### config.mk
export PLATFORM = sky130hd
export DESIGN_NAME = mac_accumulator
export DESIGN_NICKNAME = d
export VERILOG_FILES = /design/src/rtl/mac_pkg.sv /design/src/rtl/parallel_multiplier.sv /design/src/rtl/mac_accumulator.sv
export SDC_FILE = /design/constraint.sdc
export NUM_CORES = 1
export LEC_CHECK = 0
export CORE_MARGIN = 2
export CORE_UTILIZATION = 44
export DETAILED_ROUTE_END_ITERATION = 8
export PLACE_DENSITY = 0.66
export SYNTH_ARGS = -nofsm -noshare
export SYNTH_HDL_FRONTEND = slang
export SYNTH_SLANG_ARGS = --single-unit
export TNS_END_PERCENT = 30
### constraint.sdc
create_clock -name clk -period 4.45 [get_ports clk]
set_input_delay 0.89 -clock clk [delete_from_list [all_inputs] [get_ports clk]]
set_output_delay 0.89 -clock clk [all_outputs]
set_load 0.02 [all_outputs]
### src/rtl/mac_pkg.sv
// Shared definitions for the multiply-accumulate block: FSM state encoding
// and the default parameter values used by mac_accumulator.
package mac_pkg;

  localparam int DEFAULT_WIDTH   = 8;
  localparam int DEFAULT_N_TERMS = 4;
  localparam int DEFAULT_ACC_W   = 20;

  typedef enum logic [1:0] {
    ACCUM = 2'd0,
    FLUSH = 2'd1,
    DONE  = 2'd2
  } state_e;

endpackage

### src/rtl/parallel_multiplier.sv
// Combinational 8x8 unsigned multiplier producing a full 16-bit product.
// Built as a sum of shifted partial products, one per multiplicand bit.
module parallel_multiplier (
  input  logic [7:0]  a,
  input  logic [7:0]  b,
  output logic [15:0] p
);

  // Sum the partial products b << i for every set bit i of a.
  always_comb begin
    p = '0;
    for (int i = 0; i < 8; i++) begin
      if (a[i]) begin
        p = p + ({8'd0, b} << i);
      end
    end
  end

endmodule

### src/rtl/mac_accumulator.sv
// Multiply-accumulate engine: accepts N_TERMS operand pairs, sums their
// products modulo 2^ACC_W, and presents the sum with a sticky carry flag.
// Products are registered one cycle before being added, so the last product
// is folded in during a single FLUSH cycle before the result is offered.
module mac_accumulator
  import mac_pkg::*;
#(
  parameter int WIDTH   = DEFAULT_WIDTH,
  parameter int N_TERMS = DEFAULT_N_TERMS,
  parameter int ACC_W   = DEFAULT_ACC_W
) (
  input  logic             clk,
  input  logic             rst_n,
  input  logic             in_valid,
  output logic             in_ready,
  input  logic [WIDTH-1:0] a_in,
  input  logic [WIDTH-1:0] b_in,
  input  logic             clear,
  output logic             out_valid,
  input  logic             out_ready,
  output logic [ACC_W-1:0] acc_out,
  output logic             ovf
);

  localparam int PROD_W = 2 * WIDTH;
  localparam int SUM_W  = ACC_W + 1;
  localparam int CNT_W  = (N_TERMS > 1) ? $clog2(N_TERMS) : 1;
  localparam logic [CNT_W-1:0] LAST_TERM = CNT_W'(N_TERMS - 1);

  state_e              state_q, state_d;
  logic [ACC_W-1:0]    acc_q, acc_d;
  logic [PROD_W-1:0]   prod_q, prod_d;
  logic                prod_pend_q, prod_pend_d;
  logic [CNT_W-1:0]    cnt_q, cnt_d;
  logic                ovf_q, ovf_d;

  logic [PROD_W-1:0]   product;
  logic [SUM_W-1:0]    acc_sum;
  logic                in_hs;
  logic                out_hs;

  // The 8-bit configuration uses the shared array multiplier; other widths
  // fall back to a plain multiply.
  generate
    if (WIDTH == 8) begin : g_mul8
      parallel_multiplier u_mul (
        .a (a_in),
        .b (b_in),
        .p (product)
      );
    end else begin : g_mul_generic
      assign product = PROD_W'(a_in) * PROD_W'(b_in);
    end
  endgenerate

  assign in_ready  = (state_q == ACCUM);
  assign out_valid = (state_q == DONE);
  assign acc_out   = acc_q;
  assign ovf       = ovf_q;
  assign in_hs     = in_valid && in_ready;
  assign out_hs    = out_valid && out_ready;

  // Next-state and datapath: clear overrides everything, otherwise fold in
  // any pending product and advance the FSM on handshakes.
  always_comb begin
    state_d     = state_q;
    acc_d       = acc_q;
    prod_d      = prod_q;
    prod_pend_d = prod_pend_q;
    cnt_d       = cnt_q;
    ovf_d       = ovf_q;
    acc_sum     = SUM_W'(acc_q) + SUM_W'(prod_q);

    if (clear) begin
      state_d     = ACCUM;
      acc_d       = '0;
      prod_pend_d = 1'b0;
      cnt_d       = '0;
      ovf_d       = 1'b0;
    end else begin
      if (prod_pend_q) begin
        acc_d       = acc_sum[ACC_W-1:0];
        ovf_d       = ovf_q | acc_sum[ACC_W];
        prod_pend_d = 1'b0;
      end

      unique case (state_q)
        ACCUM: begin
          if (in_hs) begin
            prod_d      = product;
            prod_pend_d = 1'b1;
            if (cnt_q == LAST_TERM) begin
              cnt_d   = '0;
              state_d = FLUSH;
            end else begin
              cnt_d = cnt_q + CNT_W'(1);
            end
          end
        end
        FLUSH: begin
          state_d = DONE;
        end
        DONE: begin
          if (out_hs) begin
            acc_d   = '0;
            ovf_d   = 1'b0;
            state_d = ACCUM;
          end
        end
        default: begin
          state_d = ACCUM;
        end
      endcase
    end
  end

  // State and datapath registers with asynchronous active-low reset.
  always_ff @(posedge clk or negedge rst_n) begin
    if (!rst_n) begin
      state_q     <= ACCUM;
      acc_q       <= '0;
      prod_q      <= '0;
      prod_pend_q <= 1'b0;
      cnt_q       <= '0;
      ovf_q       <= 1'b0;
    end else begin
      state_q     <= state_d;
      acc_q       <= acc_d;
      prod_q      <= prod_d;
      prod_pend_q <= prod_pend_d;
      cnt_q       <= cnt_d;
      ovf_q       <= ovf_d;
    end
  end

endmodule

## Word level (Yosys, flattened, before mapping)

Index checks and enable logic that the tools add are counted.

- $add $sub $neg: 9
- Equality and inequality tests: 6
- Multiplexer cells: 28
- Bitwise gates (word level): 2
- Reduce and logical (&&, ||, !) cells: 8

Operator list:

| kind | number |
|---|---|
| $mux 16 | 7 |
| $mux 20 | 4 |
| $add 20x16->21 | 1 |
| $add 16x10->16 | 1 |
| $add 16x11->16 | 1 |
| $add 16x12->16 | 1 |
| $add 16x13->16 | 1 |
| $add 16x14->16 | 1 |
| $add 16x15->16 | 1 |
| $add 16x9->16 | 1 |
| $mux 2 | 8 |
| $mux 8 | 1 |
| $mux 1 | 7 |
| $ne 3x1->1 const B | 2 |
| $pmux 2 s3 | 1 |
| $reduce_and 3->1 | 2 |
| $eq 2x2->1 const B | 2 |
| $reduce_bool 2->1 | 2 |
| $ne 3x2->1 const B | 1 |
| $add 2x1->2 const B | 1 |
| $eq 2x1->1 const B | 1 |
| $logic_and 1x1->1 | 2 |
| $logic_not 2->1 | 1 |
| $reduce_and 2->1 | 1 |
| other kinds (2) | 2 |

- Bits in registers: 42
- Input bits: 21
- Output and inout bits: 23
- Logic and storage cells: 59

## Depth between registers and ports, before layout

- Depth after elaboration: 15
- Mapped depth: 48
- Gate-level depth less buffers: 47

## Cells and area by module

A second synthesis with hierarchy kept.

- Cell total of the unflattened synthesis: 689
- Area, all modules: 5794.3 um2

By module, submodules not included:

| module | instances | cells each | area each (um2) | sequential area each (um2) |
|---|---|---|---|---|
| parallel_multiplier | 1 | 444 | 3295.7 | 0.0 |
| mac_accumulator | 1 | 245 | 2498.6 | 1051.0 |

## Worst setup path after synthesis

Ideal clock, no wire load.

- Path kind: input to register
- From: input a_in[0]
- To: register prod_q[14]
- Library setup time: 126 ps
- Arrival time: 9123 ps
- Required time: 4324 ps
- Setup slack: -4799 ps
- Stages on the path: 43
- Buffers on the path: 1
- Cell sequence: buf_4 and2_1 ha_1 fa_1 o2111a_1 or3_1 a31o_1 ha_1 o21a_1 o31a_1 a211oi_1 a221o_1 ha_1 o21a_1 o31a_1 a211oi_1 a31o_2 or2_2 [... 7 more ...] o21ai_0 a21o_1 a21oi_1 o31ai_1 ha_1 nor3b_1 a31oi_1 o21ai_0 nor3_1 o32ai_1 or2_2 ha_1 a21oi_1 o21ai_0 a31oi_1 xor2_1 nor2_1 a221o_1

- Longest elaborated chain between the ends: 15

RTL lines:

| element | RTL line | source |
|---|---|---|
| start: declaration | mac_accumulator.sv:16 | `input logic [WIDTH-1:0] a_in,` |
| $mux 8 (*) | parallel_multiplier.sv:13 | `if (a[i]) begin` |
| $add 16x9->16 | parallel_multiplier.sv:14 | `p = p + ({8'd0, b} << i);` |
| $mux 16 (*) | parallel_multiplier.sv:13 |  |
| $add 16x10->16 | parallel_multiplier.sv:14 |  |
| $mux 16 (*) | parallel_multiplier.sv:13 |  |
| $add 16x11->16 | parallel_multiplier.sv:14 |  |
| $mux 16 (*) | parallel_multiplier.sv:13 |  |
| $add 16x12->16 | parallel_multiplier.sv:14 |  |
| $mux 16 (*) | parallel_multiplier.sv:13 |  |
| $add 16x13->16 | parallel_multiplier.sv:14 |  |
| $mux 16 (*) | parallel_multiplier.sv:13 |  |
| $add 16x14->16 | parallel_multiplier.sv:14 |  |
| $mux 16 (*) | parallel_multiplier.sv:13 |  |
| $add 16x15->16 | parallel_multiplier.sv:14 |  |
| $mux 16 (*) | parallel_multiplier.sv:13 |  |
| end signal: assignment | mac_accumulator.sv:129 | `prod_q <= prod_d;` |
| end: declaration | mac_accumulator.sv:32 | `logic [PROD_W-1:0] prod_q, prod_d;` |

Mark *: on every way between the ends. The rest lies on a longest branch, timed or not.
A chain may end at the register's enable or synchronous reset.

## Worst setup path in the final report

Same ends and word-level chain as after synthesis.

==> metrics.yaml <==
cts-buffers-inserted: 5
critical_path.max_fanout: 5
cts-root-buf: "sky130_fd_sc_hd__clkbuf_16"
route.vias.total: 6248
clock_path_buffers: 2
ioPinCount: 44
p_per_area_nw_per_um2: 425.6
routed_wirelength_um: 17600
worst_slew_margin_rel_pct: 39.83
netlist-cell-type-count: 71
reg2reg_from: "acc_out[0]"
worst-path-stages: 40
num_rows: 41
cts_tree: "yes"
synth_enable_flop_cells: 0
antennaDiodeCount: 0
synthToLayoutAreaGrowth_pct: 48.21
synth_flop_cell: "sky130_fd_sc_hd__dfrtp_1"
synth_top_area_share_pct: 18.58
fp.dieH_um: 117.4
synth-async-reset-ratio_pct: 100.0
initial_core_util_pct: 45.00
final_weighted_congestion_in_routability_driven_placement: 0.9267
fin_worst_hold_slack_ps: 486.6
portion_of_the_clock_cycle_consumed_by_the_worst_path_in_the_final_layout_pct: 198.0
yosysSeqAreaShare_pct: 18.58
largest_net_degree_at_the_start_of_global_routing: 43
worstPathBufferInverterCount: 1
drc: 0
timing.critical_path.max_delay_family: "compound AO/OA/AOI/OAI gates"
finalCoreUtilization_pct: 66.69
count_of_clock_tree_sinks: 42
fin_nets: 1026
synth-seq-cells: 42
total_number_of_yosys_warnings: 0
cell_leakage_power_nw: 3.970
run_status: "complete, but fails checks"
worst_hold_path_type: "flop to flop"
drv_slew: 0
die_outline_area_um2: 13780
cts_hold_repair.buffers: 0
worst_r2r_path_depth: 9
final_hold_viol_count: 0
regToRegSetupSlack_ps: 1690
design.core.area_um2: 12570
gr-total-overflow: 0
place_area_um2: 7525
floorplan.die.width_um: 117.4
critical_path.most_common_cell: "sky130_fd_sc_hd__ha_4"
critical-path-slowest-cell: "sky130_fd_sc_hd__fa_2"
maxCapViolations: 0
timing.critical_path.to: "prod_q[14]"
detail_route.vias_per_cell: 5.706
finalCriticalPeriod_ps: 8813
numPortBuffers: 43
fin_skew_ps: 3.226
critical-path-max-stage-delay_ps: 480
clock.fmax_ghz: 0.1135
worstSkewPairLatency_ps: 280
timing.setup.critical_path_class: "input pin to flop"
fin_tns_setup_ps: -38370
timing.critical_path.arrival_ps: 8980
failed_checks: "negative setup slack"
worst_ir_drop_vdd_mv: 0.1752
category_of_the_worst_setup_path_capture_point: "flop"
synth_area_leaders: "sky130_fd_sc_hd__dfrtp_1 19%, sky130_fd_sc_hd__ha_1 17%, sky130_fd_sc_hd__o21ai_0 5.0%"
clkSlewWorstSetupHoldPaths_ps: 60
detailedRoute.firstIterationViolations: 353
r2r-end: "acc_out[14]"
cp.required_ps: 4620
drt.antenna.violating_nets: 0
crit_path_start: "a_in[0]"
grt_antenna_before_repair: 0
final_critical_path_setup_slack_ps: -4363
total_power_of_the_final_layout_w: 0.003567
timing_worst_slew_pin_value_ps: 902.6
timing.hold.worst.start: "prod_q[0]"
grt_first_pass_wirelength_um: 28840
postSynthNetCount: 815
detail_route.first_pass.iterations: 5
count_of_h_tree_levels_built_during_cts: 2
layout.cell_area.non_filler_um2: 8382
detailedPlacementHpwl_um: 13610
cp_startpoint_kind: "input pin"
number_of_global_route_vias_before_repair: 6230
grtUsageTotal_pct: 24.73
finalSetupViolations: 11
netlist_instances: 711
layout-drive-gt1-share_pct: 34.13
avgRoutedWirePerCell_um: 16.07
synth.avg_cell_area_um2: 7.954
netlist.top_cell.by_area: "sky130_fd_sc_hd__dfrtp_1"
synth.cell_area_um2: 5655
rsz0062_at_grt: "yes"
tightest hold or removal path, stage by stage, from the launching register on:
cell,delay [ps]
sky130_fd_sc_hd__dfrtp_1,360
sky130_fd_sc_hd__nand2_1,50
sky130_fd_sc_hd__nand2_1,50
synth_stat cells (9+ instances only):
cell type	n
sky130_fd_sc_hd__clkbuf_1	13
sky130_fd_sc_hd__a21oi_1	52
sky130_fd_sc_hd__xor2_1	17
sky130_fd_sc_hd__inv_1	34
sky130_fd_sc_hd__a21o_1	25
sky130_fd_sc_hd__a31oi_1	13
sky130_fd_sc_hd__o31ai_1	9
sky130_fd_sc_hd__and3_1	10
sky130_fd_sc_hd__nor2_1	57
sky130_fd_sc_hd__nand2_1	70
sky130_fd_sc_hd__dfrtp_1	42
sky130_fd_sc_hd__a211oi_1	17
sky130_fd_sc_hd__mux2i_1	12
sky130_fd_sc_hd__ha_1	75
sky130_fd_sc_hd__o21ai_0	56
sky130_fd_sc_hd__o21a_1	12
sky130_fd_sc_hd__nor3_1	17
sky130_fd_sc_hd__xnor2_1	17
sky130_fd_sc_hd__nand3_1	13
sky130_fd_sc_hd__nor2b_1	13
sky130_fd_sc_hd__nand2b_1	10
how the worst min path moves through the flow:
stage                            to  slack, ps  depth (start not counted)
final                     prod_q[0]        490                          2
after global routing      prod_q[0]        520                          2
after floorplan           prod_q[0]        440                          2
after global placement    prod_q[0]        470                          2
after detailed placement  prod_q[0]        480                          2
after CTS                 prod_q[0]        500                          2
metal layers:
metal / track usage [%] / vias up / routed length, um / share of wire, %
met5: 0 / - / 0 / 0
met4: 8.358 / 0 / 404 / 2.3
met3: 2.140 / 34 / 677 / 3.8
met2: 43.17 / 172 / 8592 / 49
met1: 32.13 / 2981 / 7922 / 45
li1: - / 3061 / - / -
kinds of logic after synthesis:
logic type / synth area share, %
flip-flops: 18.58
XOR/XNOR: 5.265
buffers and inverters: 4.004
multiplexers: 4.027
adder cells (fa/ha/maj): 19.42
AND/OR/NAND/NOR: 20.84
AO/OA/AOI/OAI: 27.85
placed cells by master, fill, tap and decap left out, types with 10 or more instances in the layout:
master	netlist	routed
sky130_fd_sc_hd__nand3_1	13	12
sky130_fd_sc_hd__clkdlybuf4s50_1	0	33
sky130_fd_sc_hd__inv_1	34	31
sky130_fd_sc_hd__a211oi_1	17	12
sky130_fd_sc_hd__a31oi_1	13	10
sky130_fd_sc_hd__o21ai_1	0	15
sky130_fd_sc_hd__nor2b_1	13	10
sky130_fd_sc_hd__xnor2_1	17	15
sky130_fd_sc_hd__xor2_1	17	13
sky130_fd_sc_hd__nand2_1	70	66
sky130_fd_sc_hd__mux2i_1	12	12
sky130_fd_sc_hd__nor2_1	57	53
sky130_fd_sc_hd__buf_4	1	178
sky130_fd_sc_hd__a21oi_2	0	10
sky130_fd_sc_hd__dfrtp_1	42	42
sky130_fd_sc_hd__ha_1	75	60
sky130_fd_sc_hd__o21a_1	12	11
sky130_fd_sc_hd__a21o_1	25	25
sky130_fd_sc_hd__o21ai_0	56	31
sky130_fd_sc_hd__ha_4	0	12
sky130_fd_sc_hd__nor3_1	17	12
sky130_fd_sc_hd__a21oi_1	52	41
state kept, by name, indices dropped and copies added (netlist names):
name and flops:
acc_out 20, cnt_q 2, ovf 1, prod_pend_q 1, prod_q 16, state_q 2
timing repair:
item	CTS	global route
buffers inserted	24	10
pin swaps	50	55
setup endpoints to repair	12	12
resized for setup	63	65
power breakdown:
part | switching (W) | internal, W | total [W]
clock | 0.000137 | 0.000254 | 0.000391
sequential | 0.0000525 | 0.000453 | 0.000506
combinational | 0.00127 | 0.00140 | 0.00267
area by class of cell:
| class | count | area [um2] |
|---|---|---|
| clock buffers | 8 | 166.4 |
| fillers | 1019 | 4187 |
| inverters | 37 | 141.4 |
| multi-input cells | 612 | 5021 |
| flip-flops and latches | 42 | 1051 |
| well taps | 172 | 215.2 |
| repair buffers | 224 | 1787 |
per-stage QoR:
| step | cells | worst slack, ps |
|---|---|---|
| 2_1_floorplan | 711 | -4159 |
| 3_3_place_gp | 1056 | -5114 |
| 3_5_place_dp | 1056 | -5287 |
| 4_1_cts | 1088 | -4307 |
| 5_1_grt | 1095 | -4740 |
| 6_report | 1095 | -4363 |
(Power assumes the default switching activity.)
